File: config.mk
export PLATFORM = sky130hd
export DESIGN_NAME = decode_queue_flat
export DESIGN_NICKNAME = d
export VERILOG_FILES = /design/src/rtl/decode_queue_if.sv /design/src/rtl/decode_queue.sv /design/src/flat_wrapper.sv
export SDC_FILE = /design/constraint.sdc
export NUM_CORES = 1
export LEC_CHECK = 0
export ABC_AREA = 1
export CAP_MARGIN = 20
export CORE_MARGIN = 2
export CORE_UTILIZATION = 35
export CTS_CLUSTER_DIAMETER = 80
export DETAILED_ROUTE_END_ITERATION = 7
export PLACE_DENSITY_LB_ADDON = 0.08
export SETUP_SLACK_MARGIN = 0.15
export SLEW_MARGIN = 20
export SYNTH_ARGS = -nofsm -noshare
export SYNTH_HDL_FRONTEND = slang
export SYNTH_SLANG_ARGS = --single-unit
File: constraint.sdc
create_clock -name clock -period 10.3 [get_ports clock]
set_clock_uncertainty 0.2 [all_clocks]
set_input_delay 1.03 -clock clock [delete_from_list [all_inputs] [get_ports clock]]
set_output_delay 1.03 -clock clock [all_outputs]
set_load 0.05 [all_outputs]
File: src/rtl/decode_queue_if.sv
// decode_queue_if: fetch/dispatch side bundle for decode_queue.
//   master : fetch + dispatch agent (drives in_*, disp_take)
//   slave  : the decode queue (drives in_ready, out_*, count)
// Signals:
//   in_valid/in_inst/in_pc  per-lane offer from fetch, valid lanes contiguous from lane 0
//   in_ready                all offered lanes are accepted this cycle
//   out_valid/out_inst/out_pc/out_fu/out_illegal  oldest DISP_W entries, lane 0 oldest
//   disp_take               number of entries dispatch retires this cycle
//   count                   occupancy
interface decode_queue_if #(
    parameter int FETCH_W = 2,
    parameter int DISP_W  = 2,
    parameter int DEPTH   = 8
);
    logic [FETCH_W-1:0]                in_valid;
    logic [FETCH_W-1:0][31:0]          in_inst;
    logic [FETCH_W-1:0][31:0]          in_pc;
    logic                              in_ready;
    logic [DISP_W-1:0]                 out_valid;
    logic [DISP_W-1:0][31:0]           out_inst;
    logic [DISP_W-1:0][31:0]           out_pc;
    logic [DISP_W-1:0][2:0]            out_fu;
    logic [DISP_W-1:0]                 out_illegal;
    logic [$clog2(DISP_W+1)-1:0]       disp_take;
    logic [$clog2(DEPTH+1)-1:0]        count;

    modport master (
        output in_valid, in_inst, in_pc, disp_take,
        input  in_ready, out_valid, out_inst, out_pc, out_fu, out_illegal, count
    );

    modport slave (
        input  in_valid, in_inst, in_pc, disp_take,
        output in_ready, out_valid, out_inst, out_pc, out_fu, out_illegal, count
    );
endinterface

File: src/rtl/decode_queue.sv
// decode_queue: multi-wide decode buffer between fetch and dispatch.
// Classifies each accepted instruction into a 3-bit FU class at enqueue and
// holds the results in a DEPTH-entry circular FIFO. The oldest DISP_W entries
// are presented to dispatch, which retires an in-order prefix each cycle.
// Ports:
//   clock   single clock, posedge
//   reset   synchronous, active-high
//   squash  synchronous flush, same effect as reset
//   q       decode_queue_if slave modport (fetch offer, dispatch view, count)
module decode_queue #(
    parameter int FETCH_W = 2,
    parameter int DISP_W  = 2,
    parameter int DEPTH   = 8
) (
    input  logic          clock,
    input  logic          reset,
    input  logic          squash,
    decode_queue_if.slave q
);
    localparam int PW = $clog2(DEPTH);
    localparam int CW = $clog2(DEPTH + 1);

    localparam logic [2:0] FU_ALU = 3'b000;
    localparam logic [2:0] FU_MUL = 3'b001;
    localparam logic [2:0] FU_LSU = 3'b011;
    localparam logic [2:0] FU_CTL = 3'b100;
    localparam logic [2:0] FU_ILL = 3'b111;

    // Pure function of the instruction word; anything not listed is illegal.
    function automatic logic [2:0] classify(input logic [31:0] w);
        logic [6:0] op;
        logic [6:0] f7;
        logic [2:0] f3;
        logic [2:0] c;
        op = w[6:0];
        f3 = w[14:12];
        f7 = w[31:25];
        c  = FU_ILL;
        case (op)
            7'b0110011: begin
                if (f7 == 7'b0000000)
                    c = FU_ALU;
                else if (f7 == 7'b0100000 && (f3 == 3'b000 || f3 == 3'b101))
                    c = FU_ALU;
                else if (f7 == 7'b0000001 && f3[2] == 1'b0)
                    c = FU_MUL;
            end
            7'b0010011: begin
                // Shift-immediates constrain the upper bits; the rest take any immediate.
                if (f3 == 3'b001) begin
                    if (f7 == 7'b0000000) c = FU_ALU;
                end else if (f3 == 3'b101) begin
                    if (f7 == 7'b0000000 || f7 == 7'b0100000) c = FU_ALU;
                end else begin
                    c = FU_ALU;
                end
            end
            7'b0000011: begin
                if (f3 == 3'b000 || f3 == 3'b001 || f3 == 3'b010 ||
                    f3 == 3'b100 || f3 == 3'b101)
                    c = FU_LSU;
            end
            7'b0100011: begin
                if (f3 == 3'b000 || f3 == 3'b001 || f3 == 3'b010)
                    c = FU_LSU;
            end
            7'b0110111, 7'b0010111, 7'b1101111: c = FU_CTL;
            7'b1100111: begin
                if (f3 == 3'b000) c = FU_CTL;
            end
            7'b1100011: begin
                if (f3 != 3'b010 && f3 != 3'b011) c = FU_CTL;
            end
            7'b1110011: begin
                if (f3 == 3'b001 || f3 == 3'b010 || f3 == 3'b011 || w == 32'h1050_0073)
                    c = FU_CTL;
            end
            default: c = FU_ILL;
        endcase
        return c;
    endfunction

    logic [31:0]   inst_q [DEPTH];
    logic [31:0]   pc_q   [DEPTH];
    logic [2:0]    fu_q   [DEPTH];
    logic [PW-1:0] head_q;
    logic [PW-1:0] tail_q;
    logic [CW-1:0] count_q;

    logic          ready;
    logic [CW-1:0] enq;
    logic [CW-1:0] deq;
    logic [CW-1:0] avail;
    logic [CW-1:0] take;
    logic [PW-1:0] wr_idx [FETCH_W];
    logic [PW-1:0] rd_idx [DISP_W];

    always_comb begin
        // Registered count only: a same-cycle dequeue never opens the door.
        ready = (count_q <= CW'(DEPTH - FETCH_W));
        enq   = '0;
        if (ready) begin
            for (int i = 0; i < FETCH_W; i++) begin
                if (q.in_valid[i]) enq = enq + CW'(1);
            end
        end
        avail = (count_q > CW'(DISP_W)) ? CW'(DISP_W) : count_q;
        take  = CW'(q.disp_take);
        // Over-asking dispatch is clamped to what is actually visible.
        deq   = (take > avail) ? avail : take;
        for (int i = 0; i < FETCH_W; i++) wr_idx[i] = tail_q + PW'(i);
        for (int i = 0; i < DISP_W; i++)  rd_idx[i] = head_q + PW'(i);
    end

    always_ff @(posedge clock) begin
        if (reset || squash) begin
            head_q  <= '0;
            tail_q  <= '0;
            count_q <= '0;
        end else begin
            for (int i = 0; i < FETCH_W; i++) begin
                if (CW'(i) < enq) begin
                    inst_q[wr_idx[i]] <= q.in_inst[i];
                    pc_q[wr_idx[i]]   <= q.in_pc[i];
                    fu_q[wr_idx[i]]   <= classify(q.in_inst[i]);
                end
            end
            head_q  <= head_q + PW'(deq);
            tail_q  <= tail_q + PW'(enq);
            count_q <= count_q + enq - deq;
        end
    end

    always_comb begin
        for (int i = 0; i < DISP_W; i++) begin
            q.out_valid[i]   = (count_q > CW'(i));
            q.out_inst[i]    = inst_q[rd_idx[i]];
            q.out_pc[i]      = pc_q[rd_idx[i]];
            q.out_fu[i]      = fu_q[rd_idx[i]];
            // Storage is never cleared, so gate the flag to keep empty lanes quiet.
            q.out_illegal[i] = (count_q > CW'(i)) && (fu_q[rd_idx[i]] == FU_ILL);
        end
    end

    assign q.in_ready = ready;
    assign q.count    = count_q;
endmodule

File: src/flat_wrapper.sv
// flat-port wrapper written by rule: the top's interface ports become plain ports
module decode_queue_flat 
#(
    parameter int FETCH_W = 2,
    parameter int DISP_W  = 2,
    parameter int DEPTH   = 8
)
  (clock, reset, squash, q_in_valid, q_in_inst, q_in_pc, q_disp_take, q_in_ready, q_out_valid, q_out_inst, q_out_pc, q_out_fu, q_out_illegal, q_count);
  decode_queue_if #(.FETCH_W(FETCH_W), .DISP_W(DISP_W), .DEPTH(DEPTH)) q_i ();
  input  logic clock;
  input  logic reset;
  input  logic squash;
  input wire logic [$bits(q_i.in_valid)-1:0] q_in_valid;
  input wire logic [$bits(q_i.in_inst)-1:0] q_in_inst;
  input wire logic [$bits(q_i.in_pc)-1:0] q_in_pc;
  input wire logic [$bits(q_i.disp_take)-1:0] q_disp_take;
  output wire logic [$bits(q_i.in_ready)-1:0] q_in_ready;
  output wire logic [$bits(q_i.out_valid)-1:0] q_out_valid;
  output wire logic [$bits(q_i.out_inst)-1:0] q_out_inst;
  output wire logic [$bits(q_i.out_pc)-1:0] q_out_pc;
  output wire logic [$bits(q_i.out_fu)-1:0] q_out_fu;
  output wire logic [$bits(q_i.out_illegal)-1:0] q_out_illegal;
  output wire logic [$bits(q_i.count)-1:0] q_count;
  assign q_i.in_valid = q_in_valid;
  assign q_i.in_inst = q_in_inst;
  assign q_i.in_pc = q_in_pc;
  assign q_i.disp_take = q_disp_take;
  assign q_in_ready = q_i.in_ready;
  assign q_out_valid = q_i.out_valid;
  assign q_out_inst = q_i.out_inst;
  assign q_out_pc = q_i.out_pc;
  assign q_out_fu = q_i.out_fu;
  assign q_out_illegal = q_i.out_illegal;
  assign q_count = q_i.count;
  decode_queue #(.FETCH_W(FETCH_W), .DISP_W(DISP_W), .DEPTH(DEPTH)) u_core (.clock(clock), .reset(reset), .squash(squash), .q(q_i));
endmodule
======== Yosys cells after proc, flatten, opt, wreduce, memory -nomap -nowiden ========
Memory sizes are Yosys's and may differ from the RTL's. A register that Yosys moved wholly into a read port is not among the register bits.
Cells that the tools add are included.
storage, ports and cells
  memories kept ........................... 3
  register bits ........................... 10
  input bits .............................. 135
  word-level logic and storage cells ...... 142
  bits in writable memories ............... 536
operators by class
  bitwise logic cells ..................... 2
  mux-type cells .......................... 45
  order comparisons ....................... 7
  equal/unequal tests ..................... 42
  reductions and logical operators ........ 33
  add/sub/neg operators ................... 7
memory list
  name           words  width  rd ports  clocked after memory_dff  wr ports  RTL line            source
  u_core.inst_q  8      32     2         1                         2         decode_queue.sv:83  logic [31:0] inst_q [DEPTH];
  u_core.pc_q    8      32     2         1                         2         decode_queue.sv:84  logic [31:0] pc_q [DEPTH];
  u_core.fu_q    8      3      2         1                         2         decode_queue.sv:85  logic [2:0] fu_q [DEPTH];
operator list
  kind                    count
  $mux W3                 25
  $eq A32 B29 Y1 const B  2
  $eq A7 B6 Y1 const B    8
  $eq A7 B7 Y1 const B    8
  $pmux W3 S8             2
  $eq A7 B5 Y1 const B    4
  $mux W4                 5
  $logic_or A1 B1 Y1      19
  $eq A3 B3 Y1 const B    6
  $eq A7 B1 Y1 const B    2
  $eq A7 B2 Y1 const B    2
  $logic_not A7 Y1        2
  $eq A3 B2 Y1 const B    4
  $mux W2                 6
  $ne A3 B2 Y1 const B    4
  $gt A4 B1 Y1 const B    2
  $logic_and A1 B1 Y1     8
  $lt A1 B4 Y1 const A    2
  $mux W1                 7
  $add A3 B1 Y3 const B   2
  $add A3 B3 Y3           2
  $eq A3 B1 Y1 const B    2
  $logic_not A3 Y1        2
  $reduce_or A3 Y1        2
  other kinds (7)         8

======== Longest topological paths before layout ========
Gate-level depths: netlist of run 1.
  word-level depth ........................ 9
  depth in mapped cells ................... 20

======== Least setup slack after synthesis of run 1 ========
Ideal clock, no wire load.
  path kind ............................... flip-flop to flip-flop
  start ................................... reg u_core.count_q[3] (netlist: u_core.q.count[3])
  end ..................................... mem u_core.fu_q[2][0], enable pin
  buffers on the path ..................... 2
  arrival time ............................ 3.575 ns
  period minus slack after synthesis ...... 4.201 ns
  path slack .............................. 6.099 ns
  stages on the path, launching flop included .. 14
  data required time ...................... 9.673 ns
  cells stage by stage .................... dfxtp_1 -> inv_2 -> ha_1 -> nand2_1 -> nand2_1 -> nand2_2 -> nand2_4 -> inv_6 -> nand2_2 -> nor2_8 -> nand2_4 -> buf_6 -> buf_6 -> nand2_1
RTL lines
  item                    RTL line             source
  from (decl)             decode_queue.sv:88   logic [CW-1:0] count_q;
  from (signal assigned)  decode_queue.sv:130  count_q <= count_q + enq - deq;
  to (decl)               decode_queue.sv:85

======== Worst setup path after layout of run 1 ========
  start ................................... reg u_core.head_q[0]
  end ..................................... out q_out_inst[38]
between the ends
  word-level cells in the longest chain between the ends .. 2
RTL lines
  item                    RTL line             source
  from (decl)             decode_queue.sv:86   logic [PW-1:0] head_q;
  from (signal assigned)  decode_queue.sv:128  head_q <= head_q + PW'(deq);
  $add A3 B1 Y3           decode_queue.sv:112  for (int i = 0; i < DISP_W; i++) rd_idx[i] = head_q + PW'(i);
  $mem_v2 Z8 W32          n/a
  to (decl)               flat_wrapper.sv:19   output wire logic [$bits(q_i.out_inst)-1:0] q_out_inst;
Every way passes these cells.

==> impl_metrics.ini, run 1 <==
[outcome]
outcome = finished clean

[synthesis]
syn-num-nets = 4296
synthXorXnorAreaFrac_pct = 0.128
syn-cell-area_um2 = 33300
synth-compound-area-share_pct = 25.3
yosys.area_share.simple_pct = 15.3
synthCells = 4144
synth_top_family_by_area = compound AO/OA/AOI/OAI gates
synthArstFlopShare_pct = 0
yosysSeqAreaShare_pct = 49.0
synth_edf_count = 536
synth_fa_ha_area_share_pct = 0.730
muxShareOfSynthArea_pct = 0
synth_ff_type = edfxtp_1
yosysWarnings = 0
ys_types = 40
syn_avg_cell_area_um2 = 8.03
yosys_register_bits = 546

[cts]
cts_buffers = 69
cts.clk_slew.worst_paths_ns = 0.06
cts.path.max_buffers = 3
clock-root-buffer = clkbuf_16
cts_resized = 0
cts_setup_buffers = 0
htree_levels = 3
cts_sinks = 546
insertion_delay_ns = 0.61
cts_hold_buf = 0
cts_tree = yes

[timing]
setup_slack_ns = 3.98
slew_violations = 0
setup_viol = 0
hold_viol_final = 0
slew_headroom_pct = 17.1
min_period_over_period_pct = 61.4
period_needed_ns = 6.32
rsz0062_at_grt = false
setup_tns_ns = 0
whs_ns = 0.452
fmax_mhz = 158
worstMarginPinSlew_ns = 1.24

[die]
core-area_um2 = 94600
ios = 278
die_area_um2 = 97500
rows = 113
initial_core_util_pct = 35.2
fp.dieW_um = 312
die_height_um = 312

[critical_path]
r2r_setup_slack_ns = 6.23
critPathLaunch = u_core.head_q[0]$_SDFF_PP0_
critical_path_class = flop to output port
crit_path_end = q_out_inst[38]
slowest_stage = dfxtp_4
cp_data_required_time_ns = 9.07
start_kind = flop
path_depth = 9
path_delay_family = buffers and inverters
crit_top_cell = buf_4
endpoint_kind = output port
slowest_delay_ns = 0.91
reg2reg_to = u_core.inst_q[7][16]$_DFFE_PP_
ff2ff_path_depth = 6
path_max_fanout = 80
timing.rr.start = u_core.tail_q[0]$_SDFF_PP0_
cp_data_arrival_time_ns = 5.09
worstPathCellList = ha_4 > buf_4 > buf_4 > a21oi_1 > o21ai_0 > nand2_1 > nor2_1 > a31oi_1 > clkdlybuf4s50_1
critPathBufInv = 3

[cells_and_area]
regArea_um2 = 16300
fin_nets = 4293
multi_input_area_um2 = 13900
layout-drive-gt1-share_pct = 4.98
area_growth_pct = 14.6
nFillCells = 9488

[placement]
place_hpwl_um = 66900
io_buffers = 277
dp_slack_ns = 4.61
place_congestion = 0.781

[drt]
drt-total-wl_um = 122000
ant_nets = 0
viasPerCell = 5.34
via_count = 29200
route.detailed.drc = 0
drtIter0Drc = 2667
firstDrtPassIters = 6
wl_per_cell_um = 22.3

[job]
maxCapViolCount = 0

[global_routing]
antenna_found_initial = 8
grt_pass1_wl_um = 179000
grt_max_degree = 255
grt_pass1_vias = 27300
grt_overflow_total = 0
grt_usage_pct = 24.3

[hold_path]
hp-class = flop to flop

[pwr]
power.density_nw_per_um2 = 254
ir_worst_vdd_mv = 0.282
leakage_nw = 14.1
-- cell usage in the layout, fill, tap and decap left out, drive strengths merged, types with 10 or more instances in the layout --
master,n
edfxtp,536
nand2,873
nand3,27
clkinv,24
clkdlybuf4s50,277
a21oi,343
a31oi,128
ha,13
clkbuf,96
inv,326
dfxtp,10
o211ai,66
o21ai,1057
nor2,347
buf,34
nand4,16
-- cells in the mapped netlist (all sizes together) (4+ instances only) --
cell type	instances	area share, %
nand3	27	0.41
dfxtp	10	0.60
o21a	4	0.090
nand2	873	10
a31oi	128	2.4
nand4	16	0.46
o21ai	1057	16
o211ai	66	1.5
inv	322	3.7
fa	4	0.24
ha	13	0.49
nor2	347	4.2
a21oi	343	5.2
buf	209	3.9
clkbuf	176	2.0
edfxtp	536	48
-- worst reg2reg max path, stage by stage, from the launching register on --
cell	delay [ns]
dfxtp_1	0.39
ha_1	0.50
inv_2	0.13
nor2_4	0.18
nand4_4	0.64
nand2_4	0.69
buf_4	0.91
-- per-stage QoR --
step                      std cells  utilization, %  power [W]  cell area [µm²]
final                          5462            40.3    0.00968            38100
after global routing           5460            40.3     0.0101            38100
after CTS                      5459            40.3    0.00974            38100
after detailed placement       5335            38.1    0.00743            36100
after global placement         5335            38.1    0.00742            36100
after floorplan                4144               -    0.00582            33300
-- how the worst min path moves through the flow --
stage / startpoint / endpoint / slack (ns) / cells past startpoint
3_3_place_gp: u_core.tail_q[2]$_SDFF_PP0_ / u_core.tail_q[2]$_SDFF_PP0_ / 0.43 / 2
2_1_floorplan: u_core.tail_q[2]$_SDFF_PP0_ / u_core.tail_q[2]$_SDFF_PP0_ / 0.38 / 3
4_1_cts: u_core.q.count[3]$_SDFF_PP0_ / u_core.q.count[3]$_SDFF_PP0_ / 0.45 / 3
6_report: u_core.tail_q[2]$_SDFF_PP0_ / u_core.tail_q[2]$_SDFF_PP0_ / 0.45 / 2
3_5_place_dp: u_core.tail_q[2]$_SDFF_PP0_ / u_core.tail_q[2]$_SDFF_PP0_ / 0.44 / 2
5_1_grt: u_core.q.count[3]$_SDFF_PP0_ / u_core.q.count[3]$_SDFF_PP0_ / 0.49 / 3
-- logic make-up (layout without fill, tap and decap cells) --
group / count (synthesis) / after routing
other cells: 0 / 3
fa+ha+maj: 17 / 17
simple gates: 1268 / 1268
buf+inv: 710 / 760
xor+xnor: 4 / 4
flops: 546 / 546
compound gates: 1599 / 1599
-- state kept, by name, indices dropped and copies added (netlist names) --
signal / cells
u_core.fu_q: 24
u_core.head_q: 3
u_core.inst_q: 256
u_core.pc_q: 256
u_core.q.count: 4
u_core.tail_q: 3
-- area by class of cell --
cell class	count	area share, %
Tap cell	1265	4.15
Clock inverter	28	0.400
Inverter	325	3.26
Timing Repair Buffer	311	8.04
Sequential cell	546	42.8
Multi-Input combinational cell	2888	36.3
Antenna cell	3	0.0197
Clock buffer	96	5.01
-- metal layers --
metal  track usage (%)  up-vias  wire length (µm)
li1                  -    14300                 -
met4              6.91       12              2820
met2              40.8      882             57700
met3              3.09      160              6890
met1              33.0    13900             54100
met5                 0        -                76
-- power breakdown --
part	leakage, nW	total, W	switching, W	internal [W]
sequential	4.94	0.00259	0.0000665	0.00252
clock	0.998	0.00230	0.00101	0.00130
combinational	8.13	0.00479	0.00340	0.00139
Power figures use the tool's default switching activity.
==> run 2: changes to the inputs <==
==> constraint.sdc (replaced) <==
create_clock -name clock -period 6.5 [get_ports clock]
set_clock_uncertainty 0.2 [all_clocks]
set_input_delay 0.65 -clock clock [delete_from_list [all_inputs] [get_ports clock]]
set_output_delay 0.65 -clock clock [all_outputs]
set_load 0.05 [all_outputs]
==> run 2 against run 1 <==
Compared with the run above:
- count of clock-buffer cells in the layout down 10
- clock power grew 65%
- utilization is 0.24 points higher
- critical path depth shrank 2
- via count grew 0.61%
- sequential power up 59%
- largest cell class unchanged
- first-iteration DRC count is 1.6% lower
- register-to-register slack worse by 3.6 ns
- largest power group unchanged
- global-route usage is essentially flat
- sequential cell count unchanged
==> impl_metrics.ini, run 2 (synthesis results as in run 1) <==
[global_routing]
grt_usage_pct = 24.4
grt_overflow_total = 0
grt_pass1_wl_um = 180000
grt_max_degree = 247
grt_pass1_vias = 27400
antenna_found_initial = 4

[drt]
wl_met3_um = 7030
firstDrtPassIters = 6
route.detailed.drc = 0
viasPerCell = 5.37
dr.max_layer_used = met5
route.met2.wl_um = 58000
wl_per_cell_um = 22.3
wl_met1_um = 54100
ant_nets = 0
drtIter0Drc = 2623
via_count = 29400
drt-total-wl_um = 122000

[critical_path]
slowest_delay_ns = 0.88
worstPathCellList = buf_12 > buf_4 > o21ai_0 > o21ai_0 > a21oi_1 > a31oi_1 > clkdlybuf4s50_1
cp_data_arrival_time_ns = 4.70
endpoint_kind = output port
path_max_fanout = 246
cp_data_required_time_ns = 5.65
slowest_stage = clkdlybuf4s50_1
start_kind = flop
critical_path_class = flop to output port
crit_top_cell = o21ai_0

[timing]
worstMarginPinSlew_ns = 1.26
hold_viol_final = 0
min_period_over_period_pct = 85.3
setup_tns_ns = 0
period_needed_ns = 5.55
rsz0062_at_grt = false
slew_headroom_pct = 16.2
slew_violations = 0
setup_viol = 0
fmax_mhz = 180

[cells_and_area]
nFillCells = 9411
fin_util_pct = 40.5
area_growth_pct = 15.3
layout_commonest_cell = o21ai_0
fin_nets = 4307
final_cell_mix = 898 x o21ai_0, 839 x nand2_1, 536 x edfxtp_1
layout-drive-gt1-share_pct = 5.23

[cts]
cts_tree = yes
cts_buffers = 70
cts.path.max_buffers = 3
insertion_delay_ns = 0.60
cts_sinks = 546
cts_hold_buf = 0
htree_levels = 3
cts_setup_buffers = 0
cts_resized = 0
clock-root-buffer = clkbuf_16
cts.clk_slew.worst_paths_ns = 0.06

[job]
maxCapViolCount = 0

[pwr]
leakage_nw = 14.2
power.density_nw_per_um2 = 404
ir_worst_vdd_mv = 0.338

[die]
die_height_um = 312
die_area_um2 = 97500
ios = 278
core-area_um2 = 94600
rows = 113
fp.dieW_um = 312
initial_core_util_pct = 35.2

[placement]
io_buffers = 277
place_congestion = 0.788
place_hpwl_um = 71100

[outcome]
outcome = finished clean

[hold_path]
hp-class = flop to flop
-- run 2: changes by cell type in the layout (fill, tap and decap cells not counted), moves of 3 or more --
| cell | change |
|---|---|
| clkinv_1 | +6 |
| bufinv_16 | +6 |
| clkbuf_1 | -7 |
| buf_4 | +9 |
| clkinvlp_4 | -3 |
| buf_12 | +3 |
-- run 2: worst paths after layout --
path                                                   start                      endpoint  slack (ns)  cells after the start
worst max-delay path             u_core.head_q[0]$_SDFF_PP0_                q_out_inst[20]        0.95                      7
worst min-delay path             u_core.tail_q[2]$_SDFF_PP0_   u_core.tail_q[2]$_SDFF_PP0_        0.45                      2
worst max register to register  u_core.q.count[2]$_SDFF_PP0_  u_core.q.count[3]$_SDFF_PP0_        2.64                     20
worst min register to register   u_core.tail_q[2]$_SDFF_PP0_   u_core.tail_q[2]$_SDFF_PP0_        0.45                      2
-- run 2: routing by layer --
metal / global-route usage (%) / vias up
li1: - / 14300
met1: 33.0 / 13900
met2: 40.9 / 982
met3: 3.21 / 166
met4: 6.57 / 6
met5: 0 / -
-- run 2: area by class of cell --
type	instances	area [µm²]	area share [%]
antenna	1	2.50	0.00652
timing repair buffer	324	3220	8.40
clock inverter	35	304	0.793
inverter	325	1240	3.24
multi-input combinational	2888	13900	36.1
tap	1265	1580	4.13
clock buffer	86	1830	4.78
sequential	546	16300	42.5
-- run 2: per-stage QoR --
step	cell area [µm²]	total power (W)	std cells	hold slack (ns)	setup slack [ns]
floorplan	33300	0.00923	4144	0.376	2.30
global placement	36200	0.0118	5346	0.441	1.76
detailed placement	36200	0.0118	5346	0.440	1.72
CTS	38300	0.0156	5467	0.448	1.06
global route	38400	0.0162	5469	0.474	0.779
finish	38400	0.0155	5470	0.450	0.953
-- run 2: critical path, delay by kind of cell, from the launching register on --
family | cells | cell delay, ns
flops | 1 | 0.72
buf+inv | 3 | 2.14
compound gates | 4 | 0.82
-- run 2: where the power goes --
| group | internal (W) | switching, W | total [W] |
|---|---|---|---|
| Clock | 0.00223 | 0.00156 | 0.00379 |
| Combinational | 0.00222 | 0.00538 | 0.00761 |
| Sequential | 0.00399 | 0.000124 | 0.00411 |
